$ cat src/rtl/mem_arb_pkg.sv
// mem_arb_pkg: shared types and defaults for the IF/MEM memory port arbiter.
// Rev 1.0
`default_nettype none

package mem_arb_pkg;

  localparam int DEF_ADDR_W     = 32;
  localparam int DEF_DATA_W     = 32;
  localparam int DEF_STARVE_MAX = 4;

  typedef enum logic [1:0] {
    IDLE     = 2'd0,
    GRANT_IF = 2'd1,
    GRANT_DM = 2'd2,
    RESP     = 2'd3
  } arb_state_t;

  typedef enum logic {
    OWN_IF = 1'b0,
    OWN_DM = 1'b1
  } owner_t;

  // Counter width able to hold 0..max_val inclusive.
  function automatic int cnt_width(input int max_val);
    return (max_val < 1) ? 1 : $clog2(max_val + 1);
  endfunction

endpackage

`default_nettype wire

$ cat src/rtl/mem_arb_starve_ctr.sv
// mem_arb_starve_ctr: saturating count of DM grants taken while IF was waiting.
// Rev 1.0
`default_nettype none

module mem_arb_starve_ctr
  import mem_arb_pkg::*;
#(
  parameter int MAX = DEF_STARVE_MAX
) (
  input  logic clk_i,
  input  logic rst_i,
  input  logic inc,
  input  logic clr,
  output logic at_max
);

  localparam int            W     = cnt_width(MAX);
  localparam logic [W-1:0]  MAX_V = W'(MAX);

  logic [W-1:0] cnt;

  always_ff @(posedge clk_i or negedge rst_i) begin
    if (!rst_i) begin
      cnt <= '0;
    end else if (clr) begin
      cnt <= '0;
    end else if (inc && (cnt != MAX_V)) begin
      cnt <= cnt + W'(1);
    end
  end

  assign at_max = (cnt == MAX_V);

endmodule

`default_nettype wire

$ cat src/rtl/mem_port_arbiter.sv
// mem_port_arbiter: shares one single-ported memory between instruction fetch and MEM-stage loads/stores.
// Rev 1.0
`default_nettype none

module mem_port_arbiter
  import mem_arb_pkg::*;
#(
  parameter int ADDR_W     = DEF_ADDR_W,
  parameter int DATA_W     = DEF_DATA_W,
  parameter int STARVE_MAX = DEF_STARVE_MAX
) (
  input  logic              clk_i,
  input  logic              rst_i,
  input  logic              if_req_i,
  input  logic [ADDR_W-1:0] if_addr_i,
  output logic [DATA_W-1:0] if_data_o,
  output logic              if_ack_o,
  input  logic              dm_req_i,
  input  logic              dm_we_i,
  input  logic [ADDR_W-1:0] dm_addr_i,
  input  logic [DATA_W-1:0] dm_wdata_i,
  output logic [DATA_W-1:0] dm_rdata_o,
  output logic              dm_ack_o,
  output logic              mem_en_o,
  output logic              mem_we_o,
  output logic [ADDR_W-1:0] mem_addr_o,
  output logic [DATA_W-1:0] mem_wdata_o,
  input  logic [DATA_W-1:0] mem_rdata_i,
  input  logic              mem_ready_i,
  output logic              stall_o
);

  arb_state_t        state, state_nxt;
  owner_t            owner;
  logic              grant_if, grant_dm;
  logic              starve_at_max;
  logic              we_q;
  logic [ADDR_W-1:0] addr_q;
  logic [DATA_W-1:0] wdata_q;
  logic [DATA_W-1:0] if_data_q;
  logic [DATA_W-1:0] dm_rdata_q;

  mem_arb_starve_ctr #(
    .MAX (STARVE_MAX)
  ) u_starve (
    .clk_i  (clk_i),
    .rst_i  (rst_i),
    .inc    (grant_dm & if_req_i),
    .clr    (grant_if),
    .at_max (starve_at_max)
  );

  always_ff @(posedge clk_i or negedge rst_i) begin
    if (!rst_i) begin
      state <= IDLE;
    end else begin
      state <= state_nxt;
    end
  end

  // DM normally wins; a starved IF gets exactly one forced win.
  always_comb begin
    state_nxt = state;
    grant_if  = 1'b0;
    grant_dm  = 1'b0;
    unique case (state)
      IDLE: begin
        if (dm_req_i && !(if_req_i && starve_at_max)) begin
          grant_dm  = 1'b1;
          state_nxt = GRANT_DM;
        end else if (if_req_i) begin
          grant_if  = 1'b1;
          state_nxt = GRANT_IF;
        end
      end
      GRANT_IF, GRANT_DM: begin
        if (mem_ready_i) begin
          state_nxt = RESP;
        end
      end
      RESP:    state_nxt = IDLE;
      default: state_nxt = IDLE;
    endcase
  end

  always_ff @(posedge clk_i or negedge rst_i) begin
    if (!rst_i) begin
      owner      <= OWN_IF;
      we_q       <= 1'b0;
      addr_q     <= '0;
      wdata_q    <= '0;
      if_data_q  <= '0;
      dm_rdata_q <= '0;
    end else begin
      if (grant_dm) begin
        owner   <= OWN_DM;
        we_q    <= dm_we_i;
        addr_q  <= dm_addr_i;
        wdata_q <= dm_wdata_i;
      end else if (grant_if) begin
        owner   <= OWN_IF;
        we_q    <= 1'b0;
        addr_q  <= if_addr_i;
        wdata_q <= '0;
      end
      if (mem_ready_i && (state == GRANT_IF)) begin
        if_data_q <= mem_rdata_i;
      end
      if (mem_ready_i && (state == GRANT_DM) && !we_q) begin
        dm_rdata_q <= mem_rdata_i;
      end
    end
  end

  assign mem_en_o    = (state == GRANT_IF) || (state == GRANT_DM);
  assign mem_we_o    = we_q & mem_en_o;
  assign mem_addr_o  = addr_q;
  assign mem_wdata_o = wdata_q;
  assign if_ack_o    = (state == RESP) && (owner == OWN_IF);
  assign dm_ack_o    = (state == RESP) && (owner == OWN_DM);
  assign if_data_o   = if_data_q;
  assign dm_rdata_o  = dm_rdata_q;
  assign stall_o     = (if_req_i & ~if_ack_o) | (dm_req_i & ~dm_ack_o);

endmodule

`default_nettype wire

$ cat config.mk
export PLATFORM = sky130hd
export DESIGN_NAME = mem_port_arbiter
export DESIGN_NICKNAME = d
export VERILOG_FILES = /design/src/rtl/mem_arb_pkg.sv /design/src/rtl/mem_arb_starve_ctr.sv /design/src/rtl/mem_port_arbiter.sv
export SDC_FILE = /design/constraint.sdc
export NUM_CORES = 1
export LEC_CHECK = 0
export CORE_UTILIZATION = 44
export DETAILED_ROUTE_END_ITERATION = 8
export HOLD_SLACK_MARGIN = 0.03
export MAX_ROUTING_LAYER = met4
export PLACE_DENSITY = 0.84
export SLEW_MARGIN = 30
export SYNTH_ARGS = -nofsm -noshare
export SYNTH_HDL_FRONTEND = slang
export SYNTH_SLANG_ARGS = --single-unit
$ cat constraint.sdc
create_clock -name clk_i -period 3.3 [get_ports clk_i]
set_clock_uncertainty 0.15 [all_clocks]
set_input_delay 0.66 -clock clk_i [delete_from_list [all_inputs] [get_ports clk_i]]
set_output_delay 0.66 -clock clk_i [all_outputs]
set_load 0.01 [all_outputs]
==> results.md, run 1 <==
- Net switching is 32.50% of the power.
- The worst setup path is of the primary input to output pin kind.
- The first global-routing pass estimated 24.57 mm of wire.
- After synthesis, the mean cell area works out to 12.74 µm².
- The setup TNS is 0 ns.
- The tightest min-delay check is of the primary input to async pin type.
- The final cell count without fillers is 887.
- The total power per unit cell area is 966.1 nW/µm².
- Once detail routing completed, the nets flagged for antenna violations numbered 0.
- The filler cell count is 839.
- The share of total power dissipated in the clock network is 21.9%.
- The number of nets in the finished design is 846.
- The flip-flop and latch area is 3378 µm².
- The number of hold buffers added after cts is 0.
- The synthesized netlist occupies a cell area of 5592 µm².
- The share of total power dissipated in sequential elements is 33.0%.
- The floorplan step set the die height to 114.7 µm.
- The number of nets handed over by synthesis was 580.
- The congestion estimate from routability-driven global placement came to 0.7849.
- The worst-margin pin slew is 0.7562 ns.
- The run finished with clean final reports.
- The arrival time reported for the critical path endpoint is 1.95 ns.
- In this run the biggest area consumer among cell types represents 60.42% of the synthesized area.
- In this run, post-CTS repair resized a total of 0 instances.
- In the final routed layout, each cell accounts on average for 17.92 µm.
- In this run, synthesis produced a sequential element count of 135.
- The sequential element share of the synthesized area is 60.42%.
- The type of destination of the critical path is an output pin.
- The instance count after placement with tap cells included is 854.
- The synthesized design spends more area on one cell type than any other, namely dfrtp_1.
- Dividing the detail-routed via count by the number of cells gives 5.142.
- Summed over all layers, the global routing overflow is 0.
- The cell row count is 40.
- In this run the clock root is driven by a clkbuf_16.
- The number of failing hold endpoints at the final stage is 0.
- The multi-input combinational cells in the finished layout cover a total of 1912 µm².
- Timing would allow up to 0.3624 GHz.
- The placed wire-length estimate after detailed placement is 11.17 mm.
- The clock drives 135 sinks.
- The post-route netlist has 15.32% of its cells at a drive strength greater than 1.
- In this run, the number of DRC markers left after iteration 0 of detailed routing was 285.
- The initial antenna violation count is 1.
- The number of setup violations in the final report is 0.
- Sorting the synthesized cells by area gives the leading types as dfrtp_1 (60%), mux2_2 (13%), o211ai_1 (8.6%), a22o_1 (5.2%), nand2_1 (2.7%).
- The final worst-path setup slack is 0.5410 ns.
- During synthesis, Yosys emitted a total of 0 warnings.
- The number of global-route vias before repair is 4773.
- Leaving out fill and tap cells, the most frequent cells in the layout are clkdlybuf4s50_1 (265), dfrtp_1 (135), mux2_2 (65).
- The first detailed-routing pass took 4 iterations.
- The pin count of the biggest net entering global routing is 76.
- The worst-case headroom to the max-slew limit is 49.46%.
- The max-capacitance violation count is 0.
- In the global route stage, overall resource usage came out at 25.58%.
- At the placement stage, the worst setup path has a slack of 0.5435 ns.
- With fillers left out, the area of the finished cells amounts to 9036 µm².
- The area growth from synthesis to layout is 61.60%.
- IR analysis of the VDD net gives a maximum drop of 0.0004024 V.
- Clock latency on the worst-skew pair, taken at its later pin, is 0.40 ns.
- Once the clock tree was built, the setup fixing pass inserted 0 buffers.
- The routed layout has 4561 vias.
- Clock-pin slew was measured on the worst setup and hold paths at 0.06 ns.
- The number of max-slew violations in the final report is 0.
- After detailed routing, the number of remaining DRC violations is 0.
- The cell count after synthesis came out at 439.
- The relative contribution of combinational cells to total power is 45.1%.
- The endpoint required time on the critical path is 2.49 ns.
- Dividing the final minimum period by the clock period gives 83.61%.
- The total placed instance area is 8431 µm².
- The number of H-tree branching levels is 4.
- The die outline width is 114.7 µm.
- The final core area utilization is 74.00%.
- The I/O pin count is 267.
- The total area inside the core boundary comes to 12210 µm².
- The library cell used most frequently in the layout, excluding fill and tap cells, is clkdlybuf4s50_1.
- The count of buffers from port buffering is 266.
- The analysis attributes to net switching a power of 2837 µW.
- The leakage power is 0.003928 µW.
- The initial core utilization is 45.79%.
- The largest fanout on the critical path is 3.
- Setup repair after global routing left no endpoint under its margin.
- The worst setup path is launched from a primary input.
- The smallest clock period supported by the final layout is computed as 2.759 ns.
- For this block, the routed nets add up to 15.89 mm of wire.
- The die outline area is 13160 µm².
- The internal power summed over all cells is 5893 µW.
- The number of buffers created by CTS is 17.
- In this run, distinct cell masters in the synthesized netlist total 25.
- The clock tree from TritonCTS is done.
- The longest clock path from root to sink contains 2 buffers.
final cells by class:
cell class / instances / area share, %
multi-input cells: 235 / 21.16
clock buffers: 18 / 4.749
well taps: 168 / 2.326
flip-flops and latches: 135 / 37.39
inverters: 39 / 1.620
diodes: 1 / 0.02769
repair buffers: 277 / 30.81
clock inverters: 14 / 1.925
state kept, by name, summed over array words and instances, names as in the netlist:
name          cells
mem_addr_o       32
u_starve.cnt      3
dm_rdata_o       32
if_data_o        32
mem_wdata_o      32
state             2
owner             1
we_q              1
synthesized netlist by cell type (all sizes together):
cell,instances
nand3,4
nand2,40
a31oi,2
a32o,1
o21ai,4
nor2,3
a22o,33
and2,1
o21a,1
buf,26
nor2b,3
a21oi,3
dfrtp,135
and3,1
mux2i,1
nand3b,1
ha,7
mux2,65
clkbuf,4
inv,39
nand4b,1
o211ai,64
worst paths after layout:
kind / startpoint / endpoint / slack [ns] / depth (start not counted)
setup / recovery: dm_req_i / stall_o / 0.54 / 4
setup reg to reg: state[0]$_DFFE_PN0P_ / mem_wdata_o[17]$_DFFE_PN0P_ / 1.12 / 5
min in group clk_i: mem_addr_o[7]$_DFFE_PN0P_ / mem_addr_o[7]$_DFFE_PN0P_ / 0.34 / 2
hold reg to reg: mem_addr_o[7]$_DFFE_PN0P_ / mem_addr_o[7]$_DFFE_PN0P_ / 0.34 / 2
max in group asynchronous: rst_i / mem_wdata_o[4]$_DFFE_PN0P_ / 2.11 / 2
hold / removal: rst_i / mem_addr_o[6]$_DFFE_PN0P_ / 0.10 / 1
power by group through the flow:
stage | logic [µW] | registers (µW) | clock network [µW]
after floorplan | 1450 | 3190 | 0
after global routing | 4200 | 2970 | 2020
after global placement | 3830 | 2840 | 0
final | 3940 | 2880 | 1910
after detailed placement | 3940 | 2890 | 0
after CTS | 3970 | 2880 | 1940
metrics by stage:
| stage | hold WS (ns) | total power (µW) |
|---|---|---|
| floorplan | 0.2144 | 4645 |
| global placement | 0.3289 | 6668 |
| detailed placement | 0.3305 | 6833 |
| CTS | 0.1385 | 8796 |
| global route | 0.1619 | 9192 |
| finish | 0.1048 | 8730 |
worst max-delay path, cell delays in order:
cell and delay [ns]:
clkdlybuf4s50_1 0.50, a21oi_1 0.08, a21oi_1 0.11, clkdlybuf4s50_1 0.60
per-layer routing:
| metal | vias up | global-route usage (%) | routed length [µm] |
|---|---|---|---|
| met5 | - | - | 0 |
| met4 | 0 | 8.918 | 88 |
| met2 | 197 | 44.36 | 8337 |
| met3 | 6 | 6.431 | 1105 |
| met1 | 2263 | 28.76 | 6362 |
| li1 | 2095 | - | - |
kinds of logic after synthesis:
family	after synthesis	synth area share [%]
flops	135	60.42
buf+inv	69	5.594
mux	66	13.27
simple gates	54	4.229
compound gates	108	14.93
fa+ha+maj	7	1.566
Note: power is estimated with default switching activity, not from simulation.
==> run 2: changes to the inputs <==
--- a/config.mk
+++ b/config.mk
@@ -5,11 +5,11 @@
 export SDC_FILE = /design/constraint.sdc
 export NUM_CORES = 1
 export LEC_CHECK = 0
-export CORE_UTILIZATION = 44
+export CORE_UTILIZATION = 41
 export DETAILED_ROUTE_END_ITERATION = 8
 export HOLD_SLACK_MARGIN = 0.03
 export MAX_ROUTING_LAYER = met4
-export PLACE_DENSITY = 0.84
+export PLACE_DENSITY = 0.79
 export SLEW_MARGIN = 30
 export SYNTH_ARGS = -nofsm -noshare
 export SYNTH_HDL_FRONTEND = slang
==> constraint.sdc (replaced) <==
create_clock -name clk_i -period 2.7 [get_ports clk_i]
set_clock_uncertainty 0.15 [all_clocks]
set_input_delay 0.54 -clock clk_i [delete_from_list [all_inputs] [get_ports clk_i]]
set_output_delay 0.54 -clock clk_i [all_outputs]
set_load 0.01 [all_outputs]
==> results.md, run 2 (synthesis results as in run 1) <==
- The global-route wire length before repair is 25.47 mm.
- The largest single stage delay on the critical path is 0.59 ns.
- In this run the power density over the cells is 1177 nW/µm².
- Setup repair after global routing left no endpoint under its margin.
- The final cell count without fillers is 897.
- The cell row count is 42.
- The path depth of the worst reg2reg path is 5.
- The time the worst path needs with I/O delays and setup is 2.500 ns.
- The path type of the worst setup path is register to output pin.
- The vias per cell is 5.087.
- The largest voltage drop on the vdd net is 0.0005040 V.
- Once the floorplan was initialized, standard cells occupied 42.06% of the core.
- The arrival time reported for the critical path endpoint is 1.81 ns.
- The launching point of the worst reg2reg path is state[1]$_DFFE_PN0P_.
- The net count of the finished layout is 850.
- The initial antenna violation count is 0.
- The number of global-route vias before repair is 4929.
- The weighted congestion reported at the end of routability-driven placement is 0.7648.
- For the pin with the worst max-slew slack, the measured transition is 0.7652 ns.
- The detail route stage leaves a number of antenna-violating nets equal to 0.
- TritonCTS built the clock tree.
- Entering global routing, the biggest net connects 61 pins.
- The fmax is 0.4000 GHz.
- The placed wire-length estimate after detailed placement is 11.11 mm.
- The number of buffers created by CTS is 17.
- Along the worst path, the maximum fanout reaches 5.
- The count of buffers from port buffering is 266.
- The number of placed instances, taps included, is 865.
- The number of DRC violations after detailed routing is 0.
- The number of antenna diodes in the final layout is 0.
- The endpoint required time on the critical path is 2.01 ns.
- 267 I/O pins were placed.
- Wires add up to 15.64 mm.
- The count of vias placed by the detailed router is 4563.
- The setup check on the worst reg-to-reg path leaves a slack of 0.54 ns.
- The final worst-path setup slack is 0.2002 ns.
- Leaving out fill and tap cells, the most frequent cell in the layout is clkdlybuf4s50_1.
- The run finished with clean final reports.
- The worst-path cell with the longest stage delay is clkdlybuf4s50_1.
- The analysis attributes to cell leakage a power of 0.003987 µW.
- After clock tree synthesis, the clock-pin slew on the worst setup and hold paths is 0.06 ns.
- Traced cell by cell, the critical path runs through inv_1 -> ha_1 -> clkdlybuf4s50_1.
- The number of setup violations in the final report is 0.
- The fraction of final layout cells sized beyond drive strength 1 is 15.67%.
- The core region is 13300 µm².
- The CTS root buffer is clkbuf_16.
- The end of the worst register-to-register path is mem_wdata_o[0]$_DFFE_PN0P_.
- The number of design-rule violations left by the first detailed-router iteration is 303.
- The tightest min-delay check is of the register to register type.
- The start point of the worst min-delay path is mem_addr_o[12]$_DFFE_PN0P_.
- The worst setup path is launched from a register.
- The first-pass iteration count of the detailed router is 4.
- The die outline area is 14110 µm².
- The clock drives 135 sinks.
- For the worst-skew pair, the clock arrives at the later sink with an insertion delay of 0.40 ns.
- The worst hold path terminates at mem_addr_o[12]$_DFFE_PN0P_.
- The worst-case headroom to the max-slew limit is 48.87%.
- On the critical path the largest part of the delay comes from buffers and inverters.
- In the layout the commonest cells are clkdlybuf4s50_1 (263), dfrtp_1 (135), mux2_2 (65).
- Global routing used 23.89% of the available tracks.
- The sum of buffers and inverters on the critical path is 2.
- The die boundary height is 118.8 µm.
- The die outline width is 118.8 µm.
- The max-capacitance violation count is 0.
- The part of the cycle the worst path needs is 92.59%.
- The type of destination of the critical path is an output pin.
- At the placement stage, the worst setup path has a slack of 0.04535 ns.
- Summed over all failing endpoints, the final setup total negative slack is 0 ns.
- The cell depth of the worst min-delay path is 2.
- The global-route congestion overflow total is 0.
- The critical path startpoint is state[1]$_DFFE_PN0P_.
- The area growth from synthesis to layout is 62.56%.
- The number of max-slew violations in the final report is 0.
- The number of failing hold endpoints at the final stage came to 0.
- The clock tree synthesis step divided the H-tree into 4 levels.
- The average wire per cell in the routed design is 17.44 µm.
- The final core area utilization is 68.37%.
- No sink is reached through more buffers than the 2 on the longest clock path.
-- run 2: cell types whose count changed in the layout (fill, tap and decap cells not counted) --
cell / delta
clkdlybuf4s50_1: -2
dlygate4sd3_1: +1
buf_4: +4
bufinv_16: +1
clkinv_4: +2
dlymetal6s2s_1: +2
clkinvlp_4: -3
diode_2: -1
buf_12: -1
clkbuf_1: -1
-- run 2: report_power, final --
part | switching, µW | internal [µW]
combinational | 2000 | 2740
clock | 883 | 1550
sequential | 533 | 2990
-- run 2: metrics by stage --
step / cell area, µm² / hold WS [ns] / power, µW
after floorplan: 5592 / 0.09441 / 5678
after global placement: 8451 / 0.3302 / 8133
after detailed placement: 8451 / 0.3330 / 8311
after CTS: 9085 / 0.3484 / 10800
after global routing: 9090 / 0.3625 / 11280
final: 9090 / 0.3449 / 10690
-- run 2: worst max path at each step --
| stage | to | slack [ns] | cells past startpoint |
|---|---|---|---|
| final | mem_en_o | 0.20 | 3 |
| after detailed placement | stall_o | 0.05 | 4 |
| after floorplan | state[0]$_DFFE_PN0P_ | 0.95 | 5 |
| after CTS | stall_o | 0.03 | 4 |
| after global routing | mem_en_o | 0.1 | 3 |
| after global placement | stall_o | 0.03 | 4 |
-- run 2: final cells by class --
cell class / instances / area, µm²
Clock inverter: 14 / 198.9
Sequential cell: 135 / 3378
Fill cell: 955 / 4205
Timing Repair Buffer: 281 / 2809
Clock buffer: 17 / 425.4
Inverter: 39 / 146.4
Tap cell: 176 / 220.2
Multi-Input combinational cell: 235 / 1912
-- run 2: routing by layer --
metal | routed length, µm | track usage [%] | vias up | part of all wire (%)
li1 | - | - | 2117 | -
met1 | 6397 | 27.72 | 2227 | 41
met2 | 8056 | 40.42 | 193 | 52
met3 | 865 | 5.212 | 26 | 5.5
met4 | 322 | 9.177 | 0 | 2.1
met5 | 0 | - | - | 0
-- run 2: what timing repair did --
| action | in CTS | in global routing |
|---|---|---|
| endpoints found under the setup margin | 0 | 2 |
| resized for setup | 0 | 2 |
| hold buffers | 1 | 0 |
| hold endpoints to repair | 57 | 0 |
| buffers inserted | 0 | 0 |
-- run 2: tightest hold or removal path, cell delays in order (launching register included) --
cell      delay (ns)
dfrtp_1         0.34
nand2_1         0.05
o211ai_1        0.07
==> variant 1, RTL diff (flow settings as in run 2) <==
Compare `cnt` against `MAX_V` with >= in place of ==.
--- a/src/rtl/mem_arb_starve_ctr.sv
+++ b/src/rtl/mem_arb_starve_ctr.sv
@@ -29,7 +29,7 @@
     end
   end
 
-  assign at_max = (cnt == MAX_V);
+  assign at_max = (cnt >= MAX_V);
 
 endmodule
 
Formal check against the unedited RTL: no difference found for any inputs over 10 cycles, from zero or initial values and one cycle with rst_i low; that may be too few to reach the edited logic, so the function may still have changed.
==> variant 1 against run 2 <==
  * Cell area decreased by 0.94%
  * Setup slack got worse by 26 ps
  * Power increased by 1.1%
  * First-iteration DRC count decreased by 33%
  * Synthesized cell count decreased by 2.5%
  * Synthesized area decreased by 2.7%
  * Sequential cell count unchanged
  * Wire length decreased by 1.9%
==> variant 1: results <==
{
  "cts_max_path_buffers": 2,
  "final_nets": 839,
  "cts.clk_slew.worst_paths_ps": 60,
  "clockRootBuffer": "sky130_fd_sc_hd__clkbuf_16",
  "ys_seq_area_share_pct": 62.1,
  "timing.critical_path.slowest_cell_delay_ps": 570,
  "place.gp.congestion": 0.812,
  "worst_skew_pair.late_latency_ps": 410,
  "share_of_flip_flops_with_an_asynchronous_set_or_reset_after_synthesis_pct": 100,
  "crit-reg2reg-launch": "state[1]",
  "post_synth_main_area_contributors": "sky130_fd_sc_hd__dfrtp_1 62%, sky130_fd_sc_hd__mux2_2 13%, sky130_fd_sc_hd__a21oi_1 6.2%",
  "cellLeakagePower_nw": 3.83,
  "antennaDiodeCount": 0,
  "hpwl_after_detailed_placement_um": 10900,
  "cp_max_fo": 5,
  "gr-usage-all-layers_pct": 23.2,
  "layout-drive-gt1-share_pct": 16.3,
  "syn_avg_cell_area_um2": 12.7,
  "startpoint": "state[0]",
  "placed_cells": 850,
  "outcome": "completed",
  "ys.warnings.count": 0,
  "pin_count_of_the_biggest_net_entering_global_routing": 56,
  "drt-wirelength-per-cell_um": 17.4,
  "numPortBuffers": 266,
  "antenna_found_initial": 0,
  "routed_wl_um": 15400,
  "vias_in_the_first_global_route": 4660,
  "htreeDepth": 4,
  "worst_slew_margin_rel_pct": 49.6,
  "top_delay_family_on_crit_path": "buffers and inverters",
  "min_from": "mem_wdata_o[11]",
  "synth_commonest_cells": "135 x sky130_fd_sc_hd__dfrtp_1, 67 x sky130_fd_sc_hd__a21oi_1, 65 x sky130_fd_sc_hd__mux2_2",
  "final.fill_count": 897,
  "detail_route.vias_per_cell": 5.05,
  "syn-num-nets": 569,
  "postSynth.topFlopCell": "sky130_fd_sc_hd__dfrtp_1",
  "yosysUniqueCellTypes": 29,
  "grt_pass1_wl_um": 23100,
  "power.ir.vdd_worst_v": 0.000483,
  "critical-path-slowest-cell": "sky130_fd_sc_hd__clkdlybuf4s50_1",
  "detail_route.iter0.violations": 202,
  "detailedPlace.worstSlack_ps": 114
}
[variant 1: cell count changes after synthesis, sizes merged, moves of 4 or more]
cell    before  now
buf         26   19
nor2         3   34
inv         39    8
clkbuf       4   10
nand2       40    3
o21ai        4   33
a21oi        3   67
o211ai      64    0
nand3        4    0
[variant 1: power by group]
group,internal [mW],leakage [nW],switching [mW],total [mW]
clock network,1.74,0.322,0.881,2.62
logic,2.74,1.91,1.95,4.69
registers,2.99,1.60,0.507,3.50
[variant 1: cell type report]
| class | count | area share [%] |
|---|---|---|
| clock inverters | 14 | 2.71 |
| flip-flops and latches | 135 | 37.5 |
| multi-input cells | 256 | 21.0 |
| clock buffers | 18 | 4.77 |
| repair buffers | 280 | 31.3 |
| inverters | 8 | 0.333 |
| well taps | 172 | 2.39 |
[variant 1: stage by stage]
stage               cell area [um2]  hold WS (ps)
detailed placement             8320           334
global placement               8320           333
global route                   9000           364
finish                         9000           347
CTS                            9000           352
floorplan                      5440          94.4
[variant 1: worst reg2reg max path: stages, from the launching register on]
cell,delay [ps]
sky130_fd_sc_hd__dfrtp_1,390
sky130_fd_sc_hd__inv_1,130
sky130_fd_sc_hd__ha_2,260
sky130_fd_sc_hd__inv_2,230
sky130_fd_sc_hd__nor2_4,670
sky130_fd_sc_hd__a22o_1,280
[variant 1: kinds of logic (layout without fill, tap and decap cells)]
family          after synthesis  count (layout)  share of synthesized area (%)
fa+ha+maj                     7               7                           1.61
compound gates              140             140                           15.7
simple gates                 41              41                           3.15
buf+inv                      37             320                           3.43
mux                          68              68                           14.0
flops                       135             135                           62.1
[variant 1: repair_timing]
action,4_1_cts,5_1_grt
endpoints found under the setup margin,2,0
resized for setup,3,0
hold buffers,1,0
hold endpoints to repair,52,0
[variant 1: per-layer routing]
| layer | share of wire [%] | vias to the layer above | track usage (%) |
|---|---|---|---|
| li1 | - | 2076 | - |
| met1 | 38 | 2143 | 24.6 |
| met2 | 50 | 202 | 39.0 |
| met3 | 8.2 | 40 | 6.80 |
| met4 | 3.3 | 0 | 12.5 |
| met5 | 0 | - | - |
[variant 1: final timing paths]
check                                  end  slack (ps)  depth (start not counted)
max reg2reg                mem_wdata_o[15]         540                          5
max                               mem_en_o         170                          3
min reg2reg                mem_wdata_o[11]         350                          1
min                        mem_wdata_o[11]         350                          1
min in group asynchronous     if_data_o[5]         500                          2
max in group asynchronous   dm_rdata_o[28]        1230                          3
==> variant 2, RTL diff (config.mk and constraints of run 2) <==
Made on the original files. `DEF_DATA_W`: 32 -> 64.
--- a/src/rtl/mem_arb_pkg.sv
+++ b/src/rtl/mem_arb_pkg.sv
@@ -5,7 +5,7 @@
 package mem_arb_pkg;
 
   localparam int DEF_ADDR_W     = 32;
-  localparam int DEF_DATA_W     = 32;
+  localparam int DEF_DATA_W     = 64;
   localparam int DEF_STARVE_MAX = 4;
 
   typedef enum logic [1:0] {
Ports: changed (5 resized); port bits go from 267 to 427. No check against the original RTL was run, so the function may have changed too.
==> variant 2 against run 2 <==
  * Critical path depth did not move
  * Sequential cell count rose by 96
  * Largest cell class unchanged
  * Wire length up 71%
  * Via count is 52% higher
  * Combinational power up 64%
  * Setup slack got worse by 110 ps
  * Cell area up 59%
  * Utilization down 1.8 points
  * Cell count grew 53%
  * Power up 58%
  * Synthesized area increased by 63%
  * Critical endpoint unchanged
  * Count of clock-buffer cells in the layout rose by 14
==> variant 2: results <==
{
  "outcome": "completed",
  "detailedRoute.firstPassIterationCount": 5,
  "power.ir.vdd_worst_v": 0.000569,
  "share_of_flip_flops_with_an_asynchronous_set_or_reset_after_synthesis_pct": 100,
  "synth_commonest_cells": "231 x sky130_fd_sc_hd__dfrtp_1, 129 x sky130_fd_sc_hd__mux2_2, 65 x sky130_fd_sc_hd__a22o_1",
  "syn-num-nets": 852,
  "cellLeakagePower_nw": 6.30,
  "critical-path-slowest-cell": "sky130_fd_sc_hd__clkdlybuf4s50_1",
  "post_synth_main_area_contributors": "sky130_fd_sc_hd__dfrtp_1 64%, sky130_fd_sc_hd__mux2_2 16%, sky130_fd_sc_hd__a22o_1 6.3%",
  "place.gp.congestion": 0.878,
  "hpwl_after_detailed_placement_um": 19400,
  "yosysUniqueCellTypes": 26,
  "detail_route.vias_per_cell": 5.08,
  "top_delay_family_on_crit_path": "buffers and inverters",
  "worst_slew_margin_rel_pct": 54.5,
  "gr-usage-all-layers_pct": 23.8,
  "cts_max_path_buffers": 3,
  "final.fill_count": 1584,
  "htreeDepth": 1,
  "numPortBuffers": 426,
  "ys_seq_area_share_pct": 63.6,
  "cts-buffers-inserted": 25,
  "pin_count_of_the_biggest_net_entering_global_routing": 98,
  "detail_route.iter0.violations": 292,
  "p_clk_share_pct": 19.0,
  "switch_share_pct": 32.1,
  "layout-drive-gt1-share_pct": 17.4,
  "routed_wl_um": 26700,
  "worst_hold_slack_ps": 342,
  "worst_skew_pair.late_latency_ps": 530,
  "post-cts-setup-buffer-count": 0,
  "clockRootBuffer": "sky130_fd_sc_hd__clkbuf_16",
  "vias_in_the_first_global_route": 7129,
  "r2r_setup_slack_ps": 600,
  "final_nets": 1279,
  "ys.warnings.count": 0,
  "timing.critical_path.slowest_cell_delay_ps": 580,
  "grt_pass1_wl_um": 40100
}
[variant 2: cell types whose count changed in the layout (fill, tap and decap cells not counted), sizes merged, moves of 2 or more]
cell / run 2 / this run
a22o: 33 / 65
buf: 15 / 20
bufinv: 4 / 1
clkbuf: 17 / 31
clkdlybuf4s50: 263 / 422
dfrtp: 135 / 231
dlygate4sd2: 0 / 2
dlymetal6s2s: 2 / 0
mux2: 65 / 129
[variant 2: logic make-up (layout without fill, tap and decap cells)]
group | count (synthesis) | in the layout | share of synthesized area, %
flip-flops | 231 | 231 | 63.6
AO/OA/AOI/OAI | 140 | 140 | 12.3
multiplexers | 130 | 130 | 16.1
buffers and inverters | 85 | 527 | 4.47
AND/OR/NAND/NOR | 54 | 54 | 2.60
adder cells (fa/ha/maj) | 7 | 7 | 0.963
[variant 2: area by class of cell]
class	instances	share of cell area, %
sequential	231	39.9
inverter	39	1.01
multi-input combinational	331	20.2
timing repair buffer	446	31.1
clock inverter	11	0.717
tap	280	2.42
clock buffer	31	4.55
[variant 2: worst paths after layout]
| check | from | to | depth (start not counted) |
|---|---|---|---|
| hold / removal | mem_addr_o[23] | mem_addr_o[23] | 2 |
| hold reg to reg | mem_addr_o[23] | mem_addr_o[23] | 2 |
| min in group asynchronous | rst_i | dm_rdata_o[1] | 2 |
| setup / recovery | state[0] | mem_en_o | 3 |
| max in group asynchronous | rst_i | dm_rdata_o[51] | 3 |
| setup reg to reg | u_starve.cnt[0] | mem_wdata_o[1] | 6 |
[variant 2: power groups by stage]
| stage | combinational [mW] | clock, mW | sequential (mW) |
|---|---|---|---|
| 4_1_cts | 7.88 | 3.29 | 5.94 |
| 6_report | 7.78 | 3.22 | 5.93 |
| 3_3_place_gp | 7.72 | 0 | 5.89 |
| 3_5_place_dp | 7.84 | 0 | 5.96 |
| 5_1_grt | 8.32 | 3.43 | 6.14 |
| 2_1_floorplan | 2.68 | 0 | 6.64 |
[variant 2: routing by layer]
metal	part of all wire [%]	vias up	wire (um)	GRT usage, %
met1	37	3423	9960	27.1
met3	9.1	47	2440	6.78
met4	2.6	0	707	7.50
met2	51	306	13600	40.5
li1	-	3172	-	-
met5	0	-	0	-
[variant 2: worst register-to-register path, delay by kind of cell, from the launching register on]
family          cells  cell delay (ps)
fa+ha+maj           1              210
compound gates      1              200
buf+inv             2              350
simple gates        2              750
flops               1              380
[variant 2: through the flow]
stage               setup WS (ps)  instances  cell area, um2
floorplan                     947        647            9090
global route                 16.5       1369           14500
finish                       86.1       1369           14500
CTS                          47.2       1369           14500
detailed placement           56.4       1326           13700
global placement             70.4       1326           13700
[variant 2: timing repair]
action / in CTS / in global routing
setup endpoints to repair: 4 / 1
endpoints found under the hold margin: 58 / 0
pin swaps: 0 / 0
hold buffers: 1 / 0
resized for setup: 4 / 1
